--- src/rtl/bringup_uart_rx.sv ---
// rtl/bringup_uart_rx.sv - 8N1 UART receiver with one-entry valid/ready output register
//
// Purpose:
//   Receives 8N1 serial bytes, LSB first, from the bringup board FTDI pad.
//   The line is oversampled by the system clock. Received bytes are presented
//   on a one-entry valid/ready output register. Framing errors and overruns
//   are reported as single-cycle pulses.
//
// Build option:
//   BRINGUP_UART_RX_MAJORITY_EN - when defined, every start, data and stop
//   decision is the 2-of-3 majority of rx_s taken at counter==2, 1 and 0.
//   When undefined, the decision is the single sample at counter==0.
//   Decision timing is the same in both builds.
//
// Parameters:
//   CLOCKS_PER_BAUD - system clocks per bit time (must be >= 8)
//
// Ports:
//   clock          in   system clock, rising edge
//   reset          in   asynchronous active-high reset
//   rx_i           in   raw serial line, idle high, asynchronous to clock
//   data_o[7:0]    out  received byte, stable while valid_o is high
//   valid_o        out  data_o holds an unconsumed byte
//   ready_i        in   consumer takes data_o when valid_o && ready_i
//   busy_o         out  receiver FSM is not idle
//   frame_error_o  out  one-cycle pulse, stop bit sampled low
//   overrun_o      out  one-cycle pulse, completed byte dropped (output full)

module bringup_uart_rx #(
  parameter int CLOCKS_PER_BAUD = 104
) (
  input  logic       clock,
  input  logic       reset,
  input  logic       rx_i,
  output logic [7:0] data_o,
  output logic       valid_o,
  input  logic       ready_i,
  output logic       busy_o,
  output logic       frame_error_o,
  output logic       overrun_o
);

  localparam int CNT_W = $clog2(CLOCKS_PER_BAUD);
  localparam int HALF  = CLOCKS_PER_BAUD / 2;

  localparam logic [CNT_W-1:0] HALF_M1 = CNT_W'(HALF - 1);
  localparam logic [CNT_W-1:0] BAUD_M1 = CNT_W'(CLOCKS_PER_BAUD - 1);

  typedef enum logic [2:0] {
    S_IDLE,
    S_START,
    S_DATA,
    S_STOP,
    S_WAIT_IDLE
  } state_t;

  state_t           state_q, state_d;
  logic [CNT_W-1:0] cnt_q, cnt_d;
  logic [2:0]       idx_q, idx_d;
  logic [7:0]       shift_q, shift_d;

  logic sync1_q;
  logic rx_s;
  logic tick;
  logic bit_val;
  logic byte_done;
  logic frame_err;

  // Two-flop synchroniser; both stages reset to the idle (high) level so a
  // reset release never looks like a start edge.
  always_ff @(posedge clock or posedge reset) begin
    if (reset) begin
      sync1_q <= 1'b1;
      rx_s    <= 1'b1;
    end else begin
      sync1_q <= rx_i;
      rx_s    <= sync1_q;
    end
  end

  assign tick = (state_q != S_IDLE) && (cnt_q == '0);

`ifdef BRINGUP_UART_RX_MAJORITY_EN
  // Capture the two samples ahead of the decision point; the third is the
  // live rx_s at counter==0, so the decision lands on the same cycle as the
  // single-sample build.
  logic maj2_q;
  logic maj1_q;

  always_ff @(posedge clock or posedge reset) begin
    if (reset) begin
      maj2_q <= 1'b1;
      maj1_q <= 1'b1;
    end else begin
      if (cnt_q == CNT_W'(2)) maj2_q <= rx_s;
      if (cnt_q == CNT_W'(1)) maj1_q <= rx_s;
    end
  end

  assign bit_val = (maj2_q & maj1_q) | (maj2_q & rx_s) | (maj1_q & rx_s);
`else
  assign bit_val = rx_s;
`endif

  // FSM state register and datapath registers
  always_ff @(posedge clock or posedge reset) begin
    if (reset) begin
      state_q <= S_IDLE;
      cnt_q   <= '0;
      idx_q   <= '0;
      shift_q <= '0;
    end else begin
      state_q <= state_d;
      cnt_q   <= cnt_d;
      idx_q   <= idx_d;
      shift_q <= shift_d;
    end
  end

  // Next-state logic. The counter free-runs down to zero; each tick reloads
  // it so successive decisions stay one bit time apart from the mid-start
  // sample.
  always_comb begin
    state_d   = state_q;
    cnt_d     = (cnt_q != '0) ? (cnt_q - CNT_W'(1)) : cnt_q;
    idx_d     = idx_q;
    shift_d   = shift_q;
    byte_done = 1'b0;
    frame_err = 1'b0;

    case (state_q)
      S_IDLE: begin
        cnt_d = '0;
        if (!rx_s) begin
          state_d = S_START;
          cnt_d   = HALF_M1;
        end
      end

      S_START: begin
        if (tick) begin
          if (bit_val) begin
            // Line went back high before mid-start: treat as noise.
            state_d = S_IDLE;
          end else begin
            state_d = S_DATA;
            idx_d   = '0;
            cnt_d   = BAUD_M1;
          end
        end
      end

      S_DATA: begin
        if (tick) begin
          shift_d[idx_q] = bit_val;
          cnt_d          = BAUD_M1;
          if (idx_q == 3'd7) begin
            state_d = S_STOP;
          end else begin
            idx_d = idx_q + 3'd1;
          end
        end
      end

      S_STOP: begin
        if (tick) begin
          if (bit_val) begin
            byte_done = 1'b1;
            state_d   = S_IDLE;
          end else begin
            frame_err = 1'b1;
            state_d   = S_WAIT_IDLE;
          end
        end
      end

      S_WAIT_IDLE: begin
        // A held-low line (break) parks here so it cannot re-trigger START
        // or raise further error pulses.
        cnt_d = '0;
        if (rx_s) begin
          state_d = S_IDLE;
        end
      end

      default: begin
        state_d = S_IDLE;
        cnt_d   = '0;
      end
    endcase
  end

  assign busy_o = (state_q != S_IDLE);

  // One-entry output register. A byte completing while the consumer is
  // taking the current one replaces it directly, so a one-cycle-late ready
  // never costs a byte.
  always_ff @(posedge clock or posedge reset) begin
    if (reset) begin
      data_o        <= '0;
      valid_o       <= 1'b0;
      frame_error_o <= 1'b0;
      overrun_o     <= 1'b0;
    end else begin
      frame_error_o <= frame_err;
      overrun_o     <= byte_done && valid_o && !ready_i;
      if (byte_done) begin
        if (!valid_o || ready_i) begin
          data_o  <= shift_q;
          valid_o <= 1'b1;
        end
      end else if (valid_o && ready_i) begin
        valid_o <= 1'b0;
      end
    end
  end

endmodule

--- config.mk ---
export PLATFORM = sky130hd
export DESIGN_NAME = bringup_uart_rx
export DESIGN_NICKNAME = d
export VERILOG_FILES = /design/src/rtl/bringup_uart_rx.sv
export SDC_FILE = /design/constraint.sdc
export NUM_CORES = 1
export LEC_CHECK = 0
export BUFFER_PORTS_ARGS = -buffer_cell sky130_fd_sc_hd__buf_2
export CORE_MARGIN = 3
export CORE_UTILIZATION = 40
export CTS_BUF_LIST = sky130_fd_sc_hd__clkbuf_16
export DETAILED_ROUTE_END_ITERATION = 16
export PLACE_DENSITY = 0.6
export SLEW_MARGIN = 20
export SYNTH_ARGS = -nofsm -noshare
export SYNTH_HDL_FRONTEND = slang
export SYNTH_SLANG_ARGS = --single-unit
export TNS_END_PERCENT = 100
--- constraint.sdc ---
create_clock -name clock -period 1.8 [get_ports clock]
set_input_delay 0.09 -clock clock [delete_from_list [all_inputs] [get_ports clock]]
set_output_delay 0.09 -clock clock [all_outputs]
set_load 0.005 [all_outputs]
==> out/qor.yml <==
worstPathArrival_ns: 2.00
vias: 1271
synth_cell_types: 46
htreeDepth: 2
drt_pass1_iterations: 4
fin_nets: 195
criticalPathCategory: "reg -> reg"
drc: 0
period_minus_slack_ns: 1.85
tns_ns: -0.326
synthFlopType: "dfrtp_1"
dp_cells: 223
synth_top_area_cell: "dfrtp_1"
grt_pass1_wl_microns: 6280
power.density_nw_per_um2: 718
antenna_found_initial: 0
ys_seq_area_share_pct: 50.0
grt_max_degree: 35
layout_setup_ws_ns: -0.0502
pwr-share-seq_pct: 49.0
fmax_mhz: 540
holdPathStages: 3
clk_latency_ns: 0.27
port_buffers: 15
drv_cap: 0
design_area_sq_um: 2200
routedWlPerCell_microns: 16.2
synth.top_cell.area_share_pct: 46.9
synth_edf_count: 0
die_w_microns: 71.3
place_area_sq_um: 1940
drt-vias-per-instance: 5.34
synth_nets: 153
grt_pass1_vias: 1297
finClkSkew_ns: 0.00451
clkPwrFrac_pct: 48.9
synth_common_cells: "dfrtp_1 (32), nor2_1 (12), a21oi_1 (8), mux2_4 (8)"
routed_wl_microns: 3850
rr_worst_depth: 5
num_io_pins: 16
max-slew-margin-rel_pct: 71.3
status: "finished, violations left"
violations: "negative setup slack"
hpwl_microns: 2650
layoutNonFillerInstCount: 238
post-route-period-util_pct: 103
hold_viol: 0
die_h_microns: 71.3
yosysMostFrequentCell: "dfrtp_1"
grt_use_total_pct: 15.7
clock-sinks: 34
setup_viol: 10
n_antenna_cell: 0
tritoncts: "built"
synthesis.area_sq_um: 1710
drive_gt1_share_pct: 43.1
synthCells: 145
p_sw_share_pct: 19.1
fillers: 347
core_sq_um: 4060
gp_congestion: 0.875
hp-start: "ready_i"
area_growth_pct: 28.6
intPower_mw: 1.28
clk_pin_slew_ns: 0.05
power.switching_uw: 301
die_area_sq_um: 5090
finalHoldWorstSlack_ns: 0.148
leakagePower_nw: 1.08
dr.first_iter.drc_count: 56
synthArstFlopShare_pct: 100
syn_avg_cell_area_sq_um: 11.8
crit_start: "cnt_q[3]$_DFF_PP0_"
endpoint_kind: "register"
combPwrFrac_pct: 2.1
tightest_slew_ns: 0.431
yosys_warnings: 0
hold_class: "in -> reg"
start_util_pct: 42.1
rsz0062_at_grt: "yes"
irDropWorstVdd_v: 0.000487
worst_ep_required_time_ns: 1.95
start_kind: "register"
ys_seq_elements: 34
rows: 23
clockBufferDepth: 2
ys_top_cells_by_area: "dfrtp_1 (47%), mux2_4 (7.0%), mux2_1 (3.3%), dfstp_2 (3.1%), ha_1 (2.9%)"
r2r-start: "cnt_q[3]$_DFF_PP0_"
antenna_left: 0
cp_max_fo: 8
total_power_mw: 1.58
cts_made_buffers: 5
grt-ovfl-total: 0
cts-root-buf: "clkbuf_16"
drv_slew: 0
-- logic make-up after synthesis --
logic type	after synthesis	share of synthesized area, %
buffers and inverters	12	4.40
DFF	34	50.0
AOI/OAI and AO/OA	21	8.50
muxes	18	13.6
xor gates and xnor gates	3	1.54
and+or+nand+nor	53	19.1
adders and majority gates	4	2.93
-- routing by layer --
metal | vias to the layer above | wire length (microns) | GRT usage [%]
met1 | 617 | 1710 | 20.2
met3 | 7 | 217 | 4.07
met4 | 0 | 44 | 4.80
li1 | 607 | - | -
met5 | - | 0 | 0
met2 | 40 | 1870 | 26.1
-- worst max-delay path, stage by stage (launching register included) --
cell     delay [ns]
dfrtp_1        0.39
buf_6          0.13
nor4_4         0.39
and2_4         0.21
and3_4         0.28
mux2_4         0.32
-- cell usage in the layout (no fill, tap or decap), drive strengths merged, types with 5 or more instances in the layout --
master / netlist / layout
nand3: 7 / 7
nor2: 12 / 12
buf: 2 / 39
mux2: 17 / 17
clkbuf: 4 / 5
nand2: 8 / 8
dfrtp: 32 / 32
inv: 6 / 8
a21oi: 8 / 8
-- worst paths after layout --
kind                                          end  slack, ns
max                         data_o[2]$_DFFE_PP0P_      -0.05
min                           valid_o$_DFFE_PP0P_       0.15
max reg2reg                 data_o[2]$_DFFE_PP0P_      -0.05
max in group asynchronous       sync1_q$_DFF_PP1_       1.01
min reg2reg                     bit_val$_DFF_PP1_       0.35
min in group asynchronous  state_q[2]$_DFFE_PP0P_       0.45
-- power by group through the flow --
stage          logic, mW  registers (mW)  clock network (mW)
6_report          0.0327           0.773               0.772
5_1_grt           0.0373           0.772               0.820
4_1_cts           0.0340           0.773               0.792
3_5_place_dp      0.0306           0.785                   0
3_3_place_gp      0.0298           0.785                   0
2_1_floorplan     0.0171           0.784                   0
-- cell type report --
class                      instances  area (sq um)  share of cell area, %
sequential                        34           855                   38.9
multi-input combinational         99           841                   38.3
tap                               50          62.6                   2.85
timing repair buffer              41           279                   12.7
inverter                           6          22.5                   1.03
clock inverter                     3          11.3                  0.513
clock buffer                       5           125                   5.70
-- registers in the layout, summed over array words and instances (netlist names) --
signal and cells:
bit_val 1, idx_q 3, sync1_q 1, state_q 3, valid_o 1, overrun_o 1
frame_error_o 1, cnt_q 7, shift_q 8, data_o 8
-- stage by stage --
step | utilization, % | setup slack, ns
after floorplan | - | 0.00381
after global placement | 47.8 | 0.0128
after detailed placement | 47.8 | -0.158
after CTS | 52.1 | 0.000171
after global routing | 54.1 | -0.115
final | 54.1 | -0.0502
-- repair_timing --
action / in CTS / in global routing
gates resized for setup: 4 / 12
buffers inserted: 0 / 5
hold buffers: 2 / 0
endpoints found under the hold margin: 33 / 0
cloned: 0 / 0
pin swaps: 0 / 10
setup endpoints to repair: 6 / 18
(Power assumes the default switching activity.)
